==> src/rtl/alu_seq_pkg.sv <==
// Shared types and constants for the ALU instruction sequencer: state encoding,
// opcode map, one-hot ALU_op bit positions and IR field positions.
package alu_seq_pkg;

    typedef enum logic [3:0] {
        StIdle, StT0, StT1, StT2, StDec, StT3, StT4, StT5, StT6, StU3, StU4, StDone
    } state_e;

    typedef enum logic [1:0] {ClsBinary, ClsUnary, ClsMulDiv, ClsIllegal} opc_class_e;

    localparam int unsigned AluOpW = 13;

    localparam logic [4:0] OpcAdd  = 5'b00011;
    localparam logic [4:0] OpcSub  = 5'b00100;
    localparam logic [4:0] OpcShr  = 5'b00101;
    localparam logic [4:0] OpcShra = 5'b00110;
    localparam logic [4:0] OpcShl  = 5'b00111;
    localparam logic [4:0] OpcRor  = 5'b01000;
    localparam logic [4:0] OpcRol  = 5'b01001;
    localparam logic [4:0] OpcAnd  = 5'b01010;
    localparam logic [4:0] OpcOr   = 5'b01011;
    localparam logic [4:0] OpcMul  = 5'b01111;
    localparam logic [4:0] OpcDiv  = 5'b10000;
    localparam logic [4:0] OpcNeg  = 5'b10001;
    localparam logic [4:0] OpcNot  = 5'b10010;

    localparam int unsigned AluAdd  = 0;
    localparam int unsigned AluSub  = 1;
    localparam int unsigned AluShr  = 2;
    localparam int unsigned AluShra = 3;
    localparam int unsigned AluShl  = 4;
    localparam int unsigned AluRor  = 5;
    localparam int unsigned AluRol  = 6;
    localparam int unsigned AluAnd  = 7;
    localparam int unsigned AluOr   = 8;
    localparam int unsigned AluMul  = 9;
    localparam int unsigned AluDiv  = 10;
    localparam int unsigned AluNeg  = 11;
    localparam int unsigned AluNot  = 12;

    // MSB of each IR field; fields run downward from here
    localparam int unsigned OpcMsb = 31;
    localparam int unsigned RaMsb  = 26;
    localparam int unsigned RbMsb  = 22;
    localparam int unsigned RcMsb  = 18;

    function automatic opc_class_e opc_class(input logic [4:0] opc);
        case (opc)
            OpcAdd, OpcSub, OpcShr, OpcShra, OpcShl,
            OpcRor, OpcRol, OpcAnd, OpcOr:  return ClsBinary;
            OpcNeg, OpcNot:                 return ClsUnary;
            OpcMul, OpcDiv:                 return ClsMulDiv;
            default:                        return ClsIllegal;
        endcase
    endfunction

    function automatic logic [AluOpW-1:0] alu_op_onehot(input logic [4:0] opc);
        logic [AluOpW-1:0] oh;
        oh = '0;
        case (opc)
            OpcAdd:  oh[AluAdd]  = 1'b1;
            OpcSub:  oh[AluSub]  = 1'b1;
            OpcShr:  oh[AluShr]  = 1'b1;
            OpcShra: oh[AluShra] = 1'b1;
            OpcShl:  oh[AluShl]  = 1'b1;
            OpcRor:  oh[AluRor]  = 1'b1;
            OpcRol:  oh[AluRol]  = 1'b1;
            OpcAnd:  oh[AluAnd]  = 1'b1;
            OpcOr:   oh[AluOr]   = 1'b1;
            OpcMul:  oh[AluMul]  = 1'b1;
            OpcDiv:  oh[AluDiv]  = 1'b1;
            OpcNeg:  oh[AluNeg]  = 1'b1;
            OpcNot:  oh[AluNot]  = 1'b1;
            default: oh = '0;
        endcase
        return oh;
    endfunction

endpackage

==> src/rtl/alu_instr_sequencer_if.sv <==
// Control/status bundle between the sequencer (master) and the DataPath side (slave).
interface alu_instr_sequencer_if #(
    parameter int unsigned DATA_WIDTH = 32,
    parameter int unsigned NUM_REGS   = 16
);
    logic                  Run;
    logic                  Mem_ready;
    logic [DATA_WIDTH-1:0] IR;

    logic PCout, MARin, IncPC, PCin, Read, MDRin, MDRout, IRin;
    logic Yin, Zin, Zhighout, Zlowout, HIin, LOin;
    logic [NUM_REGS-1:0] R_in;
    logic [NUM_REGS-1:0] R_out;
    logic [12:0]         ALU_op;
    logic Busy, Done, Illegal;

    modport master (
        input  Run, Mem_ready, IR,
        output PCout, MARin, IncPC, PCin, Read, MDRin, MDRout, IRin,
        output Yin, Zin, Zhighout, Zlowout, HIin, LOin,
        output R_in, R_out, ALU_op, Busy, Done, Illegal
    );

    modport slave (
        output Run, Mem_ready, IR,
        input  PCout, MARin, IncPC, PCin, Read, MDRin, MDRout, IRin,
        input  Yin, Zin, Zhighout, Zlowout, HIin, LOin,
        input  R_in, R_out, ALU_op, Busy, Done, Illegal
    );
endinterface

==> src/rtl/reg_field_decoder.sv <==
// Register field to one-hot select; fields at or above NUM_REGS decode to all-zero
// and raise oor_o.
module reg_field_decoder #(
    parameter int unsigned REG_FIELD_W = 4,
    parameter int unsigned NUM_REGS    = 16
) (
    input  logic [REG_FIELD_W-1:0] field_i,
    output logic [NUM_REGS-1:0]    onehot_o,
    output logic                   oor_o
);

    for (genvar g = 0; g < NUM_REGS; g++) begin : g_onehot
        assign onehot_o[g] = (32'(field_i) == g);
    end

    assign oor_o = (32'(field_i) >= NUM_REGS);

endmodule

==> src/rtl/alu_instr_sequencer.sv <==
// Hardwired fetch/decode/execute controller for the DataPath register-register ALU ops.
// Optional SEQ_AUTO_FETCH_EN: DONE chains straight into the next fetch while Run is high.
module alu_instr_sequencer
    import alu_seq_pkg::*;
#(
    parameter int unsigned DATA_WIDTH  = 32,
    parameter int unsigned NUM_REGS    = 16,
    parameter int unsigned REG_FIELD_W = 4,
    parameter int unsigned OPC_W       = 5
) (
    input  logic                  Clock,
    input  logic                  Clear,
    alu_instr_sequencer_if.master bus
);

    state_e state_q, state_d;
    logic [OPC_W-1:0]       opc_q, opc_d;
    logic [REG_FIELD_W-1:0] ra_q, ra_d, rb_q, rb_d, rc_q, rc_d;
    logic                   illegal_q, illegal_d;

    logic [NUM_REGS-1:0] ra_oh, rb_oh, rc_oh;
    logic                ra_oor, rb_oor, rc_oor;
    opc_class_e          cls;
    logic                muldiv;
    logic [AluOpW-1:0]   alu_oh;
    logic                unused_ir;

    assign cls       = opc_class(opc_q);
    assign muldiv    = (cls == ClsMulDiv);
    assign alu_oh    = alu_op_onehot(opc_q);
    assign unused_ir = ^bus.IR[RcMsb-REG_FIELD_W:0];

    reg_field_decoder #(.REG_FIELD_W(REG_FIELD_W), .NUM_REGS(NUM_REGS)) u_dec_ra (
        .field_i (ra_q),
        .onehot_o(ra_oh),
        .oor_o   (ra_oor)
    );

    reg_field_decoder #(.REG_FIELD_W(REG_FIELD_W), .NUM_REGS(NUM_REGS)) u_dec_rb (
        .field_i (rb_q),
        .onehot_o(rb_oh),
        .oor_o   (rb_oor)
    );

    reg_field_decoder #(.REG_FIELD_W(REG_FIELD_W), .NUM_REGS(NUM_REGS)) u_dec_rc (
        .field_i (rc_q),
        .onehot_o(rc_oh),
        .oor_o   (rc_oor)
    );

    always_ff @(posedge Clock) begin
        if (Clear) begin
            state_q   <= StIdle;
            opc_q     <= '0;
            ra_q      <= '0;
            rb_q      <= '0;
            rc_q      <= '0;
            illegal_q <= 1'b0;
        end else begin
            state_q   <= state_d;
            opc_q     <= opc_d;
            ra_q      <= ra_d;
            rb_q      <= rb_d;
            rc_q      <= rc_d;
            illegal_q <= illegal_d;
        end
    end

    // Fields captured once on leaving T2; later IR changes cannot disturb execution
    always_comb begin
        opc_d = opc_q;
        ra_d  = ra_q;
        rb_d  = rb_q;
        rc_d  = rc_q;
        if (state_q == StT2) begin
            opc_d = bus.IR[OpcMsb -: OPC_W];
            ra_d  = bus.IR[RaMsb -: REG_FIELD_W];
            rb_d  = bus.IR[RbMsb -: REG_FIELD_W];
            rc_d  = bus.IR[RcMsb -: REG_FIELD_W];
        end
    end

    // Only the fields an op actually uses can flag an out-of-range register
    always_comb begin
        illegal_d = illegal_q;
        if (state_q == StDec) begin
            unique case (cls)
                ClsBinary:  illegal_d = illegal_q | ra_oor | rb_oor | rc_oor;
                ClsUnary:   illegal_d = illegal_q | ra_oor | rb_oor;
                ClsMulDiv:  illegal_d = illegal_q | rb_oor | rc_oor;
                ClsIllegal: illegal_d = 1'b1;
                default:    illegal_d = illegal_q;
            endcase
        end
    end

    always_comb begin
        state_d = state_q;
        unique case (state_q)
            StIdle: if (bus.Run) state_d = StT0;
            StT0:   state_d = StT1;
            StT1:   if (bus.Mem_ready) state_d = StT2;
            StT2:   state_d = StDec;
            StDec: begin
                unique case (cls)
                    ClsBinary, ClsMulDiv: state_d = StT3;
                    ClsUnary:             state_d = StU3;
                    default:              state_d = StDone;
                endcase
            end
            StT3:   state_d = StT4;
            StT4:   state_d = StT5;
            StT5:   state_d = muldiv ? StT6 : StDone;
            StT6:   state_d = StDone;
            StU3:   state_d = StU4;
            StU4:   state_d = StDone;
`ifdef SEQ_AUTO_FETCH_EN
            StDone: state_d = bus.Run ? StT0 : StIdle;
`else
            StDone: state_d = StIdle;
`endif
            default: state_d = StIdle;
        endcase
    end

    always_comb begin
        bus.PCout    = 1'b0;
        bus.MARin    = 1'b0;
        bus.IncPC    = 1'b0;
        bus.PCin     = 1'b0;
        bus.Read     = 1'b0;
        bus.MDRin    = 1'b0;
        bus.MDRout   = 1'b0;
        bus.IRin     = 1'b0;
        bus.Yin      = 1'b0;
        bus.Zin      = 1'b0;
        bus.Zhighout = 1'b0;
        bus.Zlowout  = 1'b0;
        bus.HIin     = 1'b0;
        bus.LOin     = 1'b0;
        bus.R_in     = '0;
        bus.R_out    = '0;
        bus.ALU_op   = '0;
        bus.Done     = 1'b0;
        unique case (state_q)
            StT0: begin
                bus.PCout = 1'b1;
                bus.MARin = 1'b1;
                bus.IncPC = 1'b1;
                bus.Zin   = 1'b1;
            end
            StT1: begin
                bus.Zlowout = 1'b1;
                bus.PCin    = 1'b1;
                bus.Read    = 1'b1;
                bus.MDRin   = 1'b1;
            end
            StT2: begin
                bus.MDRout = 1'b1;
                bus.IRin   = 1'b1;
            end
            StT3: begin
                bus.R_out = rb_oh;
                bus.Yin   = 1'b1;
            end
            StT4: begin
                bus.R_out  = rc_oh;
                bus.ALU_op = alu_oh;
                bus.Zin    = 1'b1;
            end
            StT5: begin
                bus.Zlowout = 1'b1;
                if (muldiv) bus.LOin = 1'b1;
                else        bus.R_in = ra_oh;
            end
            StT6: begin
                bus.Zhighout = 1'b1;
                bus.HIin     = 1'b1;
            end
            StU3: begin
                bus.R_out  = rb_oh;
                bus.ALU_op = alu_oh;
                bus.Zin    = 1'b1;
            end
            StU4: begin
                bus.Zlowout = 1'b1;
                bus.R_in    = ra_oh;
            end
            StDone:  bus.Done = 1'b1;
            default: ;
        endcase
        bus.Busy    = (state_q != StIdle);
        bus.Illegal = illegal_q;
    end

endmodule

==> src/flat_wrapper.sv <==
// flat-port wrapper written by rule: the top's interface ports become plain ports
module alu_instr_sequencer_flat import alu_seq_pkg::*;
#(
    parameter int unsigned DATA_WIDTH  = 32,
    parameter int unsigned NUM_REGS    = 16,
    parameter int unsigned REG_FIELD_W = 4,
    parameter int unsigned OPC_W       = 5
)
  (Clock, Clear, bus_Run, bus_Mem_ready, bus_IR, bus_PCout, bus_MARin, bus_IncPC, bus_PCin, bus_Read, bus_MDRin, bus_MDRout, bus_IRin, bus_Yin, bus_Zin, bus_Zhighout, bus_Zlowout, bus_HIin, bus_LOin, bus_R_in, bus_R_out, bus_ALU_op, bus_Busy, bus_Done, bus_Illegal);
  alu_instr_sequencer_if #(.DATA_WIDTH(DATA_WIDTH), .NUM_REGS(NUM_REGS)) bus_i ();
  input  logic Clock;
  input  logic Clear;
  input wire logic [$bits(bus_i.Run)-1:0] bus_Run;
  input wire logic [$bits(bus_i.Mem_ready)-1:0] bus_Mem_ready;
  input wire logic [$bits(bus_i.IR)-1:0] bus_IR;
  output wire logic [$bits(bus_i.PCout)-1:0] bus_PCout;
  output wire logic [$bits(bus_i.MARin)-1:0] bus_MARin;
  output wire logic [$bits(bus_i.IncPC)-1:0] bus_IncPC;
  output wire logic [$bits(bus_i.PCin)-1:0] bus_PCin;
  output wire logic [$bits(bus_i.Read)-1:0] bus_Read;
  output wire logic [$bits(bus_i.MDRin)-1:0] bus_MDRin;
  output wire logic [$bits(bus_i.MDRout)-1:0] bus_MDRout;
  output wire logic [$bits(bus_i.IRin)-1:0] bus_IRin;
  output wire logic [$bits(bus_i.Yin)-1:0] bus_Yin;
  output wire logic [$bits(bus_i.Zin)-1:0] bus_Zin;
  output wire logic [$bits(bus_i.Zhighout)-1:0] bus_Zhighout;
  output wire logic [$bits(bus_i.Zlowout)-1:0] bus_Zlowout;
  output wire logic [$bits(bus_i.HIin)-1:0] bus_HIin;
  output wire logic [$bits(bus_i.LOin)-1:0] bus_LOin;
  output wire logic [$bits(bus_i.R_in)-1:0] bus_R_in;
  output wire logic [$bits(bus_i.R_out)-1:0] bus_R_out;
  output wire logic [$bits(bus_i.ALU_op)-1:0] bus_ALU_op;
  output wire logic [$bits(bus_i.Busy)-1:0] bus_Busy;
  output wire logic [$bits(bus_i.Done)-1:0] bus_Done;
  output wire logic [$bits(bus_i.Illegal)-1:0] bus_Illegal;
  assign bus_i.Run = bus_Run;
  assign bus_i.Mem_ready = bus_Mem_ready;
  assign bus_i.IR = bus_IR;
  assign bus_PCout = bus_i.PCout;
  assign bus_MARin = bus_i.MARin;
  assign bus_IncPC = bus_i.IncPC;
  assign bus_PCin = bus_i.PCin;
  assign bus_Read = bus_i.Read;
  assign bus_MDRin = bus_i.MDRin;
  assign bus_MDRout = bus_i.MDRout;
  assign bus_IRin = bus_i.IRin;
  assign bus_Yin = bus_i.Yin;
  assign bus_Zin = bus_i.Zin;
  assign bus_Zhighout = bus_i.Zhighout;
  assign bus_Zlowout = bus_i.Zlowout;
  assign bus_HIin = bus_i.HIin;
  assign bus_LOin = bus_i.LOin;
  assign bus_R_in = bus_i.R_in;
  assign bus_R_out = bus_i.R_out;
  assign bus_ALU_op = bus_i.ALU_op;
  assign bus_Busy = bus_i.Busy;
  assign bus_Done = bus_i.Done;
  assign bus_Illegal = bus_i.Illegal;
  alu_instr_sequencer #(.DATA_WIDTH(DATA_WIDTH), .NUM_REGS(NUM_REGS), .REG_FIELD_W(REG_FIELD_W), .OPC_W(OPC_W)) u_core (.Clock(Clock), .Clear(Clear), .bus(bus_i));
endmodule
==> config.mk <==
export PLATFORM = sky130hd
export DESIGN_NAME = alu_instr_sequencer_flat
export DESIGN_NICKNAME = d
export VERILOG_FILES = /design/src/rtl/alu_seq_pkg.sv /design/src/rtl/alu_instr_sequencer_if.sv /design/src/rtl/reg_field_decoder.sv /design/src/rtl/alu_instr_sequencer.sv /design/src/flat_wrapper.sv
export SDC_FILE = /design/constraint.sdc
export NUM_CORES = 1
export LEC_CHECK = 0
export ABC_AREA = 1
export BUFFER_PORTS_ARGS = -buffer_cell sky130_fd_sc_hd__buf_2
export CAP_MARGIN = 15
export CELL_PAD_IN_SITES_DETAIL_PLACEMENT = 1
export CELL_PAD_IN_SITES_GLOBAL_PLACEMENT = 2
export CORE_AREA = 2 2 89 100
export CTS_CLUSTER_DIAMETER = 80
export DETAILED_ROUTE_END_ITERATION = 7
export DIE_AREA = 0 0 91 102
export HOLD_SLACK_MARGIN = 0.03
export PLACE_DENSITY_LB_ADDON = 0.1
export SKIP_CTS_REPAIR_TIMING = 1
export SLEW_MARGIN = 15
export SYNTH_ARGS = -nofsm -noshare
export SYNTH_HDL_FRONTEND = slang
export SYNTH_SLANG_ARGS = --single-unit
==> constraint.sdc <==
create_clock -name Clock -period 2.3 [get_ports Clock]
set_input_delay 0.345 -clock Clock [delete_from_list [all_inputs] [get_ports Clock]]
set_output_delay 0.345 -clock Clock [all_outputs]
set_load 0.02 [all_outputs]
==> impl_metrics.toml <==
[timing]
worst_slack_ns = 0.187
finalCritPeriodShare_pct = 91.9
clock_skew_ns = 0.00322
relSlewSlack_pct = 70.0
finalCriticalPeriod_ns = 2.11
fmax_mhz = 473
hold_viol = 0
tightest_slew_ns = 0.450
slew_viol_final = 0
setup_viol = 0
rsz0062_at_grt = "true"

[clock_network]
clk_latency_ns = 0.27
h-tree-depth = 1
cts.sinks = 24
cts_buffer_depth = 2
cts_buffers = 3
root_buffer = "clkbuf_8"
clkTransAtPathRegs_ns = 0.09
cts_tree = "yes"

[logic_synthesis]
ys_ff_latch = 24
seq_area_frac_synth_pct = 29.7
syn_inst = 275
synth.cell_area_sq_um = 1620
syn_nets = 313
synth_area_per_cell_sq_um = 5.88
synth.distinct_cells = 27
ys.warnings.count = 0

[worst_setup_path]
required_ns = 1.96
path_class = "flop to output port"
cp-start-kind = "flop"
crit_top_cell = "nand2_1"
crit_family = "simple AND/OR/NAND/NOR gates"
max_stage_delay_ns = 0.38
crit_chain = "nand2_1 > inv_2 > nand2_1 > o22ai_4 > nand3_2 > nor2_1 > buf_2"
path_buf_inv = 2
arrival_ns = 1.77
cp-end-kind = "output port"
crit_slowest_cell = "dfxtp_2"
cp_max_fo = 5

[floorplanning]
fp.dieH_microns = 102
die_area_sq_um = 9280
initial_core_util_pct = 19.6
core_sq_um = 8230
ios = 98
die_w_microns = 91
rows = 35

[route]
num_vias = 1943
routed_wirelength_mm = 5.49
wl_per_cell_microns = 11.8
drt-initial-drc-count = 39
drt_pass1_iterations = 4
via_per_inst = 4.19
drc_errors = 0
antenna_left = 0

[global_route]
overflow = 0
grt_pass1_vias = 1895
grt_max_degree = 17
antenna_found_initial = 0
grt_pass1_wl_mm = 8.89
grt_usage_pct = 11.7

[power]
pwr-share-comb_pct = 44.2
power.switching_uw = 654
clockPowerShare_pct = 17.3
p_leak_uw = 0.00115
seqPwrFrac_pct = 38.4
p_sw_share_pct = 44.2
vdd_drop_max_mv = 0.199
powerDensity_nw_per_um2 = 665
intPower_uw = 826

[cells_and_area]
drive_above_1_share_pct = 35.1
synthToLayoutAreaGrowth_pct = 37.6
final_cells = 464
n_antenna_cell = 0
final_nets = 393

[placement]
detailed_place_hpwl_mm = 4.69
preCtsSetupSlack_ns = 0.273
place.gp.congestion = 0.732
dp.cells = 461
io_buffers = 82

[worst_hold_path]
min_path_type = "primary input to flop"

[flow_run]
drv_cap = 0

[status]
status = "completed"
-- cell type report --
class | count | area, sq um
well taps | 111 | 139
multi-input cells | 198 | 965
fillers | 1123 | 6010
inverters | 43 | 161
repair buffers | 85 | 433
clock buffers | 3 | 41.3
flip-flops and latches | 24 | 485
-- registers in the layout, summed over array words and instances, names as in the netlist --
register,flops
u_core.opc_q,5
u_core.ra_q,4
u_core.rb_q,4
u_core.rc_q,4
u_core.state_q,4
u_core.cls,2
u_core.bus.Illegal,1
-- metrics by stage --
step           power [uW]  utilization [%]  hold WS (ns)  cell area [sq um]  setup TNS (ns)
2_1_floorplan        1050                -         0.449               1620               0
3_3_place_gp         1220             25.8         0.439               2130               0
3_5_place_dp         1220             25.8         0.447               2130               0
4_1_cts              1490             26.3         0.340               2170         -0.0937
5_1_grt              1620             27.0         0.354               2220         -0.0182
6_report             1480             27.0         0.347               2220               0
-- cells in the final DEF (no fill, tap or decap), drive strengths merged, types with 3 or more instances in the layout --
cell type	n
dfxtp	24
a21oi	11
a31oi	3
nor3	9
nand2	47
inv	43
o21ai	20
nor2	80
buf	85
clkbuf	3
nand3	19
-- logic make-up after synthesis --
logic type,Yosys count,synth area share [%]
buf+inv,53,13.8
fa+ha+maj,2,1.55
flops,24,29.7
simple gates,159,42.1
compound gates,37,12.8
-- power groups by stage --
stage          clock, uW  sequential (uW)  combinational [uW]
2_1_floorplan          0              554                 493
3_3_place_gp           0              574                 646
3_5_place_dp           0              576                 646
4_1_cts              275              566                 649
5_1_grt              291              585                 743
6_report             257              569                 654
-- tightest hold or removal path, stage by stage --
cell and delay, ns:
buf_2 0.07, o21ai_0 0.08, nor2_1 0.08
-- worst paths after layout --
path | startpoint | end | slack (ns) | cells after the start
hold / removal | bus_IR[18] | u_core.rc_q[3] | 0.35 | 3
setup / recovery | u_core.state_q[1] | bus_R_in[11] | 0.19 | 7
hold reg to reg | u_core.bus.Illegal | u_core.bus.Illegal | 0.45 | 2
setup reg to reg | u_core.state_q[1] | u_core.cls[1] | 0.46 | 10
-- Yosys cell counts --
cell	number	area share, %
a31oi_1	3	1.2
dfxtp_1	24	30
a21boi_0	1	0.46
a21oi_1	11	3.4
inv_1	39	9.1
inv_2	4	0.93
nor4_1	1	0.39
clkbuf_1	3	0.70
nand3_2	1	0.62
buf_2	1	0.31
nand2_2	3	1.2
buf_4	6	2.8
ha_1	2	1.5
nand4_1	1	0.39
o22ai_2	1	0.77
nor2_1	75	17
nand2_1	43	10
o21ai_0	15	4.6
nor3_1	9	2.8
o22ai_1	1	0.39
o21ai_1	3	0.93
nor2_2	5	1.9
nand4_2	1	0.77
or2_2	1	0.39
o21ai_2	2	1.1
nand3_1	18	5.6
nand2_4	1	0.70
-- layer usage --
layer	track usage (%)	part of all wire, %	wire (microns)	up-vias
met4	1.40	0.42	23	0
met2	21.1	50	2760	27
met1	14.7	46	2510	894
met3	2.80	3.5	194	2
li1	-	-	-	1020
met5	0	0	0	-
Note: power is estimated with default switching activity, not from simulation.
